<file path="config.mk">
export PLATFORM = sky130hd
export DESIGN_NAME = event_scheduler_gen_flat
export DESIGN_NICKNAME = d
export VERILOG_FILES = /design/src/rtl/event_scheduler_gen_if.sv /design/src/rtl/event_scheduler_gen.sv /design/src/flat_wrapper.sv
export SDC_FILE = /design/constraint.sdc
export NUM_CORES = 1
export LEC_CHECK = 0
export CAP_MARGIN = 20
export CORE_MARGIN = 2
export CORE_UTILIZATION = 30
export DETAILED_ROUTE_END_ITERATION = 8
export HOLD_SLACK_MARGIN = 0.06
export PLACE_DENSITY_LB_ADDON = 0.3
export SETUP_SLACK_MARGIN = 0.1
export SYNTH_ARGS = -nofsm -noshare
export SYNTH_HDL_FRONTEND = slang
export SYNTH_SLANG_ARGS = --single-unit
</file>
<file path="constraint.sdc">
create_clock -name clk_i -period 4.3 [get_ports clk_i]
set_input_delay 1.29 -clock clk_i [delete_from_list [all_inputs] [get_ports clk_i]]
set_output_delay 1.29 -clock clk_i [all_outputs]
set_load 0.01 [all_outputs]
</file>
<file path="src/rtl/event_scheduler_gen_if.sv">
// event_scheduler_gen_if: half-period configuration port of the clock scheduler
interface event_scheduler_gen_if #(
  parameter int NUM_CLK = 13,
  parameter int HP_W = 5
);
  logic                       cfg_we_i;
  logic [$clog2(NUM_CLK)-1:0] cfg_idx_i;
  logic [HP_W-1:0]            cfg_hp_i;
  logic                       cfg_err_o;
  modport master (output cfg_we_i, cfg_idx_i, cfg_hp_i, input cfg_err_o);
  modport slave (input cfg_we_i, cfg_idx_i, cfg_hp_i, output cfg_err_o);
endinterface

</file>
<file path="src/rtl/event_scheduler_gen.sv">
// event_scheduler_gen: timing-wheel generator of NUM_CLK divided clocks with
// runtime-programmable half-periods, per-channel enable and coherent freeze
module event_scheduler_gen #(
  parameter int NUM_CLK = 13,
  parameter int DEPTH = 32,
  parameter int HP_W = 5
) (
  input  logic               clk_i,
  input  logic               rst_ni,
  input  logic               freeze,
  input  logic [NUM_CLK-1:0] ch_en_i,
  event_scheduler_gen_if.slave cfg,
  output logic [NUM_CLK-1:0] clk,
  output logic [NUM_CLK-1:0] clk_h
);
  logic [NUM_CLK-1:0] wheel [DEPTH];
  logic [NUM_CLK-1:0] wheel_n [DEPTH];
  logic [HP_W-1:0] hp [NUM_CLK];
  logic [HP_W-1:0] ptr;
  logic [NUM_CLK-1:0] ev, armed, armed_n, clk_s, clk_s_n, clk_u;
  logic cfg_ok;
  assign cfg_ok = 32'(cfg.cfg_idx_i) < NUM_CLK && cfg.cfg_hp_i != '0;
  // hp >= 1 keeps every reschedule off the slot being cleared; ptr wraps naturally
  always_comb begin
    ev = wheel[ptr];
    wheel_n = wheel;
    armed_n = armed;
    clk_s_n = clk_s;
    wheel_n[ptr] = '0;
    for (int i = 0; i < NUM_CLK; i++)
      if (ev[i]) begin
        if (ch_en_i[i]) begin
          clk_s_n[i] = ~clk_s[i];
          wheel_n[ptr + hp[i]][i] = 1'b1;
        end else begin
          clk_s_n[i] = 1'b0;
          armed_n[i] = 1'b0;
        end
      end else if (ch_en_i[i] && !armed[i]) begin
        wheel_n[ptr + 1'b1][i] = 1'b1;
        armed_n[i] = 1'b1;
      end
  end
  always_ff @(posedge clk_i or negedge rst_ni)
    if (!rst_ni) begin
      for (int d = 0; d < DEPTH; d++) wheel[d] <= '0;
      for (int i = 0; i < NUM_CLK; i++) hp[i] <= HP_W'(NUM_CLK + 1 - i);
      ptr <= '0;
      armed <= '0;
      clk_s <= '0;
      clk_u <= '0;
      clk <= '0;
      clk_h <= '0;
      cfg.cfg_err_o <= 1'b0;
    end else begin
      if (cfg.cfg_we_i && cfg_ok) hp[cfg.cfg_idx_i] <= cfg.cfg_hp_i;
      cfg.cfg_err_o <= cfg.cfg_we_i && !cfg_ok;
      if (!freeze) begin
        wheel <= wheel_n;
        ptr <= ptr + 1'b1;
        armed <= armed_n;
        clk_s <= clk_s_n;
        clk_u <= clk_s;
        clk <= clk_u;
        clk_h <= clk;
      end
    end
endmodule

</file>
<file path="src/flat_wrapper.sv">
// flat-port wrapper written by rule: the top's interface ports become plain ports
module event_scheduler_gen_flat 
#(
  parameter int NUM_CLK = 13,
  parameter int DEPTH = 32,
  parameter int HP_W = 5
)
  (clk_i, rst_ni, freeze, ch_en_i, clk, clk_h, cfg_cfg_we_i, cfg_cfg_idx_i, cfg_cfg_hp_i, cfg_cfg_err_o);
  event_scheduler_gen_if #(.NUM_CLK(NUM_CLK), .HP_W(HP_W)) cfg_i ();
  input  logic clk_i;
  input  logic rst_ni;
  input  logic freeze;
  input  logic [NUM_CLK-1:0] ch_en_i;
  output logic [NUM_CLK-1:0] clk;
  output logic [NUM_CLK-1:0] clk_h;
  input wire logic [$bits(cfg_i.cfg_we_i)-1:0] cfg_cfg_we_i;
  input wire logic [$bits(cfg_i.cfg_idx_i)-1:0] cfg_cfg_idx_i;
  input wire logic [$bits(cfg_i.cfg_hp_i)-1:0] cfg_cfg_hp_i;
  output wire logic [$bits(cfg_i.cfg_err_o)-1:0] cfg_cfg_err_o;
  assign cfg_i.cfg_we_i = cfg_cfg_we_i;
  assign cfg_i.cfg_idx_i = cfg_cfg_idx_i;
  assign cfg_i.cfg_hp_i = cfg_cfg_hp_i;
  assign cfg_cfg_err_o = cfg_i.cfg_err_o;
  event_scheduler_gen #(.NUM_CLK(NUM_CLK), .DEPTH(DEPTH), .HP_W(HP_W)) u_core (.clk_i(clk_i), .rst_ni(rst_ni), .freeze(freeze), .ch_en_i(ch_en_i), .cfg(cfg_i), .clk(clk), .clk_h(clk_h));
endmodule
</file>
======== Word-level counts from Yosys, hierarchy flattened ========
Index checks and enable logic that the tools add are counted.
storage, ports and cells
  flip-flop bits (word level) ............. 552
  bits in latches ......................... 0
  bits in writable memories ............... 0
  bits in read-only memories .............. 0
  input bits .............................. 26
  output and inout port bits .............. 27
  word-level logic and storage cells ...... 431
  memories kept ........................... 0
operators by class
  add/sub/neg operators ................... 14
  multipliers ............................. 0
  divide/modulo/power cells ............... 0
  $lt $le $gt $ge ......................... 33
  equal/unequal tests ..................... 13
  shift-type cells ........................ 0
  mux-type cells .......................... 151
  bitwise gates (word level) .............. 58
  reductions and logical operators ........ 86
operator list
  cell                number
  $mux 416            39
  $or 416x416->416    26
  $demux 13 s5        27
  $and 416x416->416   1
  $not 416->416       1
  $ge 6x6->1 const B  15
  $lt 6x1->1 const B  15
  $not 5->6           15
  $add 5x5->5         13
  $bmux 13 s5         1
  $bwmux 65           1
  $mux 13             5
  $mux 1              54
  $reduce_and 3->1    13
  $logic_and 1x1->1   32
  $ne 2x2->1 const B  13
  $reduce_and 2->1    13
  $reduce_bool 2->1   13
  $mux 12             2
  $mux 11             2
  $demux 5 s4         1
  $mux 10             2
  $mux 9              2
  $mux 8              2
  14 further kinds    47

======== Depth between registers and ports, before layout ========
Gate-level depths: netlist of run 1.
  word-level depth ........................ 46
  depth in mapped cells ................... 13
  gate-level depth less buffers ........... 8

======== Least setup slack after synthesis of run 1 ========
OpenSTA, ideal clock, no wires.
  path type ............................... flip-flop to flip-flop
  from .................................... register u_core.ptr[1]
  to ...................................... register u_core.wheel[115] (netlist name)
  library setup time ...................... 0.091 ns
  arrival time ............................ 3.181 ns
  required time ........................... 4.209 ns
  setup slack ............................. 1.028 ns
  stages on the path, launching flop included .. 11
  path buffers ............................ 4
  period minus slack after synthesis ...... 3.272 ns
  cell sequence ........................... dfrtp_1 -> buf_4 -> nand4bb_2 -> buf_2 -> o22ai_1 -> nor4_4 -> nand2_2 -> or3_1 -> buf_2 -> buf_6 -> o221ai_1
between the ends
  word-level cells in the longest chain between the ends .. 46
  elaborated cells between the ends (all ways) .. 138
  classes of those cells .................. add/sub (14); order compare (6); mux (72); bitwise (43); reduce/logical (3)
ends and longest elaborated chain
  item                                                                   line                                                  source
  start, declared                                                        event_scheduler_gen.sv:19                             logic [HP_W-1:0] ptr;
  start signal, assigned                                                 event_scheduler_gen.sv:60                             ptr <= ptr + 1'b1;
  $not 5->6 (not written as such)                                        event_scheduler_gen.sv:25, event_scheduler_gen.sv:29
  $ge 6x6->1 (not written as such) / $lt 6x1->1 (equally long branches)  event_scheduler_gen.sv:29                             wheel_n[ptr] = '0;
  $logic_and 1x1->1 (not written as such)                                event_scheduler_gen.sv:29
  $mux 13 (not written as such)                                          event_scheduler_gen.sv:29
  $demux 13 s5                                                           event_scheduler_gen.sv:29
  $not 416->416 (no line)                                                --
  $and 416x416->416 (no line)                                            --
  $or 416x416->416 (no line)                                             --
  (+30 left out)                                                         --
  $mux 416, on equally long branches                                     event_scheduler_gen.sv:39, event_scheduler_gen.sv:32
  $mux 416                                                               event_scheduler_gen.sv:31                             if (ev[i]) begin
  $or 416x416->416 (no line)                                             --
  $mux 416, on equally long branches                                     event_scheduler_gen.sv:39, event_scheduler_gen.sv:32
  $mux 416                                                               event_scheduler_gen.sv:31
  $or 416x416->416 (no line)                                             --
  $mux 416, on equally long branches                                     event_scheduler_gen.sv:39, event_scheduler_gen.sv:32
  $mux 416 *                                                             event_scheduler_gen.sv:31
  end signal, assigned                                                   event_scheduler_gen.sv:59                             wheel <= wheel_n;
  end, declared                                                          event_scheduler_gen.sv:16                             logic [NUM_CLK-1:0] wheel [DEPTH];
Every way passes the cells marked *; elsewhere a longest branch is shown, timed or not. The select of a mux whose other input is x is not followed.
A chain may end at the register's enable or synchronous reset.

======== Final worst setup path of run 1 ========
  from .................................... register u_core.ptr[0]
  to ...................................... register u_core.wheel[10] (netlist name)
Same word-level chain as after synthesis.

==> impl_metrics.yaml, run 1 <==
status:
  outcome: "complete, no violations"
drt:
  ant_nets: 0
  wirelength_mm: 134
  wire_per_inst_um: 31.0
  dr.pass1.iters: 6
  routed_via_density: 6.14
  vias: 26500
  drcViolationCount: 0
  drt_iter0_markers: 3768
placement:
  dp_slack_ps: 509
  hpwl_mm: 90.9
  place.gp.congestion: 0.969
  port_buffers: 52
  postPlaceCellArea_um2: 32600
worst_setup_path:
  crit_fanout: 37
  cp-start-kind: "flop"
  r2r_end: "u_core.wheel[10]"
  crit_buf_inv: 1
  crit_family: "simple AND/OR/NAND/NOR gates"
  cp-end-kind: "flop"
  r2r_setup_slack_ps: 380
  cp.arrival_ps: 4380
  rr_startpoint: "u_core.ptr[0]"
  crit_chain: "buf_12 -> mux2i_1 -> o22ai_1 -> nor4_1 -> and2_1 -> nand3b_1 -> o221ai_1"
  crit_type: "flop to flop"
  worst_path_largest_cell_delay_ps: 800
  reg2reg_depth: 7
  worstPathRequired_ps: 4760
  crit_slowest_cell: "dfrtp_4"
floorplanning:
  initial_utilization: 0.304
  core_area_um2: 98700
  die_h_um: 320
  dieArea_um2: 102000
  ios: 53
  rows: 115
  fp.dieW_um: 320
synthesis:
  ys_async_sr_fraction: 1.00
  ys_seq_area_frac: 0.462
  synth_top_cell_by_area: "dfrtp_1"
  synth_seq_cells: 552
  synthesis.area_um2: 30000
  yosys_most_used_dff: "dfrtp_1"
  synth.distinct_cells: 62
  synth_warnings: 0
  synth.area.top_cells: "dfrtp_1 (44%), o221ai_1 (9.1%), mux2i_1 (6.9%)"
  netlist.area_leader.share: 0.438
  synth_edf_count: 0
  synth_fp_nets: 2978
  netlist_instances: 2883
  avgSynthCellArea_um2: 10.4
clocking:
  cts_made_buffers: 68
  cts.path.max_buffers: 3
  hold_buffers: 0
  cts_max_level: 3
  path_clk_slew_ps: 60
  clock_latency_ps: 620
  root_buffer: "clkbuf_16"
  clkSinkCount: 552
  cts_tree: "done"
  post_cts_resized: 0
  post_cts_buffers: 0
grt:
  antenna_found_initial: 0
  grt_first_pass_wirelength_mm: 188
  grt_max_degree: 79
  grtUsageTotal: 0.255
  grt_pass1_vias: 25400
  overflow: 0
hold_path:
  whs_path_depth: 2
  min_from: "u_core.wheel[14]"
  hold-path-endpoint: "u_core.wheel[14]"
  timing.hold.worst.class: "flop to flop"
sta:
  hold_violations: 0
  max_freq_mhz: 255
  worst_pin_slew_ps: 1170
  rsz0062_at_grt: "no"
  finalSetupTns_ps: 0
  slew_headroom: 0.218
  setup_violations: 0
  period_minus_slack_ps: 3920
  finalMaxSlewViolations: 0
  setup_slack_ps: 377
  finalClockSkew_ps: 26.9
  period_share: 0.912
final_layout:
  fillers: 9920
  syn_to_final_growth_pct: 16.2
  fin_util: 0.353
  fin_nets: 3069
  drive_above_1_share: 0.163
  design_area_um2: 34800
  final_cell_mix: "nand2_1 (543), dfrtp_1 (520), o221ai_1 (312), mux2i_1 (208), buf_4 (178)"
  final_common_cell: "nand2_1"
power_and_ir_drop:
  ir_worst_vdd_v: 0.000301
  p_per_area_nw_per_um2: 721
  leakage_nw: 14.5
  finalPower_mw: 25.1
flow_run:
  max-cap-violations: 0
area by class of cell:
cell class                 instances  area [um^2]  share of cell area
clock inverter                    16          210             0.00603
multi-input combinational       2105        15000               0.431
timing repair buffer             240         2050              0.0588
sequential                       552        13900               0.398
tap                             1287         1610              0.0462
clock buffer                     106         2080              0.0597
inverter                           7         26.3            0.000754
antenna                            1         2.50           0.0000718
kinds of logic (layout without fill, tap and decap cells):
group,after synthesis,after routing,synth area share
simple gates,988,988,0.161
compound gates,645,645,0.171
flops,552,552,0.462
mux,321,321,0.112
buf+inv,226,369,0.0377
xor+xnor,82,82,0.0240
fa+ha+maj,69,69,0.0321
other cells,0,1,0
per-stage QoR:
step,cells,hold slack (ps)
2_1_floorplan,2883,448
3_3_place_gp,4189,467
3_5_place_dp,4191,472
4_1_cts,4313,487
5_1_grt,4313,500
6_report,4314,486
state kept, by name (all words and copies together) (netlist names):
signal,count
u_core.clk,13
u_core.clk_h,13
u_core.armed,13
u_core.hp,65
u_core.clk_s,13
u_core.wheel,416
u_core.ptr,5
u_core.cfg.cfg_err_o,1
u_core.clk_u,13
worst min-delay path, cell delays in order (launching register included):
cell,delay [ps]
dfrtp_1,340
nand2_1,50
o221ai_1,60
worst max-delay path by stage:
stage | slack (ps) | cells after the start | start | endpoint
after floorplan | 1030 | 10 | u_core.ptr[1] | u_core.wheel[115]
after global placement | -310 | 7 | cfg_cfg_hp_i[4] | u_core.hp[10]
after detailed placement | 510 | 7 | u_core.ptr[0] | u_core.wheel[10]
after CTS | 490 | 7 | u_core.ptr[0] | u_core.wheel[10]
after global routing | 350 | 7 | u_core.ptr[0] | u_core.wheel[10]
final | 380 | 7 | u_core.ptr[0] | u_core.wheel[10]
where the power goes:
part           total (mW)  internal (mW)  switching [mW]
Sequential           7.79           6.68            1.11
Clock                5.99           3.62            2.37
Combinational        11.3           3.85            7.49
Total                25.1           14.1            11.0
cells in the mapped netlist, drive strengths merged, types with 7 or more instances:
cell,instances
nand2,546
nor3,17
and2,26
nand2b,34
nand3b,14
xnor2,46
o22ai,114
a2bb2oi,14
a221o,7
dfrtp,525
nand3,126
or2,11
a21oi,35
mux2i,208
nand4b,17
or3,22
o221ai,330
nor3b,7
nor2,66
xor2,36
nand4,8
ha,56
clkbuf,107
nor2b,34
nor4,24
a21o,30
fa,13
or4b,11
o311ai,42
dfstp,27
o211ai,22
o21ai,39
mux2,113
or4,11
buf,112
metal layers:
metal | part of all wire | up-vias | GRT usage
met5 | 0.00031 | - | 0.00378
met1 | 0.39 | 13200 | 0.325
met4 | 0.085 | 2 | 0.181
li1 | - | 11100 | -
met3 | 0.10 | 499 | 0.0718
met2 | 0.42 | 1698 | 0.371
Power figures use the tool's default switching activity.
==> run 2, diff against run 1 <==
CAP_MARGIN = not set   (was 20)
CELL_PAD_IN_SITES_DETAIL_PLACEMENT = 1   (was not set)
CELL_PAD_IN_SITES_GLOBAL_PLACEMENT = 2   (was not set)
CTS_CLUSTER_SIZE = 24   (was not set)
==> run 2 against run 1 <==
  * Register-to-register slack better by 360 ps
  * Non-clock buffer count is 4 higher
  * Wire length is 13% higher
  * First-iteration DRC count is 28% lower
  * Clock skew hardly changed
  * Core utilization is 0.17 points higher
  * Design area is 0.47% higher
  * Sequential share of layout area is 0.19 points lower
  * Count of clock-buffer cells in the layout is 4 lower
  * Sequential power is 0.5% higher
  * Power is 3.3% higher
  * Fmax is 10% higher
  * Critical path type unchanged
  * Critical endpoint is now u_core.wheel[151]
==> impl_metrics.yaml, run 2 (same netlist as run 1, synthesis figures left out) <==
grt:
  grtUsageTotal: 0.291
  grt_first_pass_wirelength_mm: 213
  overflow: 0
  antenna_found_initial: 5
  grt_pass1_vias: 28200
  grt_max_degree: 94
final_layout:
  register_area_um2: 13900
  finalNonFillerCells: 4322
  fin_util: 0.355
  top_register: "u_core.wheel"
  design_area_um2: 35000
  fillers: 11000
  drive_above_1_share: 0.166
  top_regs: "u_core.wheel (416), u_core.hp (65)"
  final_common_cell: "nand2_1"
  final_cell_mix: "nand2_1 (542), dfrtp_1 (520), o221ai_1 (312), mux2i_1 (208), buf_4 (177)"
  largest_reg_flops: 416
  syn_to_final_growth_pct: 16.8
  fin_nets: 3073
  multiInputGateArea_um2: 15000
clocking:
  post_cts_buffers: 0
  cts_tree: "done"
  cts_max_level: 3
  clock_latency_ps: 640
  path_clk_slew_ps: 60
  root_buffer: "clkbuf_16"
  cts.path.max_buffers: 3
  hold_buffers: 0
  cts_made_buffers: 68
  clkSinkCount: 552
  post_cts_resized: 0
hold_path:
  min_from: "u_core.wheel[160]"
  hold-path-endpoint: "u_core.wheel[160]"
  whs_path_depth: 2
  timing.hold.worst.class: "flop to flop"
worst_setup_path:
  cp-start-kind: "flop"
  worstPathRequired_ps: 4830
  reg2reg_depth: 9
  crit_type: "flop to flop"
  crit_slowest_cell: "or4b_1"
  cp_common_cell: "buf_4"
  r2r_end: "u_core.wheel[151]"
  crit_chain: "buf_4 -> or4b_1 -> buf_12 -> o22ai_1 -> or4_1 -> nor2_2 -> nand2_1 -> buf_4 -> o221ai_1"
  crit_buf_inv: 3
  rr_startpoint: "u_core.ptr[3]"
  crit_family: "simple AND/OR/NAND/NOR gates"
  worst_path_largest_cell_delay_ps: 570
  cp.arrival_ps: 4090
  crit_fanout: 28
  r2r_setup_slack_ps: 740
  cp-end-kind: "flop"
placement:
  port_buffers: 52
  dp_slack_ps: 444
  place.gp.congestion: 0.915
  hpwl_mm: 104
  placedCellCount: 4195
  postPlaceCellArea_um2: 32700
power_and_ir_drop:
  leakage_nw: 14.6
  p_per_area_nw_per_um2: 741
  finalPower_mw: 26.0
  ir_worst_vdd_v: 0.000403
sta:
  finalMaxSlewViolations: 0
  setup_violations: 0
  hold_ws_ps: 489
  slew_headroom: 0.255
  finalSetupTns_ps: 0
  finalClockSkew_ps: 27.0
  rsz0062_at_grt: "no"
  setup_slack_ps: 735
  period_share: 0.829
  max_freq_mhz: 281
  hold_violations: 0
  period_minus_slack_ps: 3560
  worst_pin_slew_ps: 1110
drt:
  drcViolationCount: 0
  routed_via_density: 6.26
  wirelength_mm: 151
  wire_per_inst_um: 35.0
  ant_nets: 0
  dr.pass1.iters: 5
  drt_iter0_markers: 2704
  vias: 27100
floorplanning:
  initial_utilization: 0.304
  core_area_um2: 98700
  die_h_um: 320
  dieArea_um2: 102000
  ios: 53
  fp.dieW_um: 320
  rows: 115
flow_run:
  max-cap-violations: 0
status:
  outcome: "complete, no violations"
-- run 2: cell count changes in the layout (fill, tap and decap cells not counted), moves of 2 or more --
cell	delta
inv_6	+2
diode_2	+2
buf_12	+7
clkbuf_1	-4
clkbuf_8	+2
clkinv_2	+2
clkinv_8	+2
clkbuf_16	-2
-- run 2: how the worst max path moves through the flow --
stage / from / slack, ps / to / depth (start not counted)
2_1_floorplan: u_core.ptr[1] / 1030 / u_core.wheel[115] / 10
3_3_place_gp: cfg_cfg_hp_i[3] / 380 / u_core.hp[11] / 7
3_5_place_dp: cfg_cfg_hp_i[3] / 440 / u_core.hp[10] / 7
4_1_cts: u_core.ptr[3] / 830 / u_core.wheel[181] / 9
5_1_grt: u_core.ptr[0] / 660 / u_core.wheel[97] / 8
6_report: u_core.ptr[3] / 740 / u_core.wheel[151] / 9
-- run 2: layout make-up --
type / instances / share of cell area
Clock buffer: 102 / 0.0584
Tap cell: 1287 / 0.0460
Clock inverter: 22 / 0.00836
Antenna cell: 3 / 0.000214
Multi-Input combinational cell: 2105 / 0.429
Sequential cell: 552 / 0.396
Inverter: 7 / 0.000750
Timing Repair Buffer: 244 / 0.0618
-- run 2: tightest hold or removal path, delay by kind of cell (launching register included) --
family	cells	cell delay, ps
flip-flops	1	340
AO/OA/AOI/OAI	1	60
AND/OR/NAND/NOR	1	50
-- run 2: report_power, final --
group | leakage [nW] | switching [mW] | internal (mW) | total [mW]
registers | 7.31 | 1.15 | 6.68 | 7.83
logic | 6.11 | 8.05 | 3.93 | 12.0
clock network | 1.15 | 2.48 | 3.66 | 6.14
total | 14.6 | 11.7 | 14.3 | 26.0
-- run 2: routing by layer --
| layer | up-vias | part of all wire | track usage |
|---|---|---|---|
| met5 | - | 0.00046 | 0 |
| met4 | 7 | 0.068 | 0.178 |
| met3 | 438 | 0.081 | 0.0698 |
| met2 | 1398 | 0.44 | 0.441 |
| met1 | 14100 | 0.41 | 0.376 |
| li1 | 11100 | - | - |
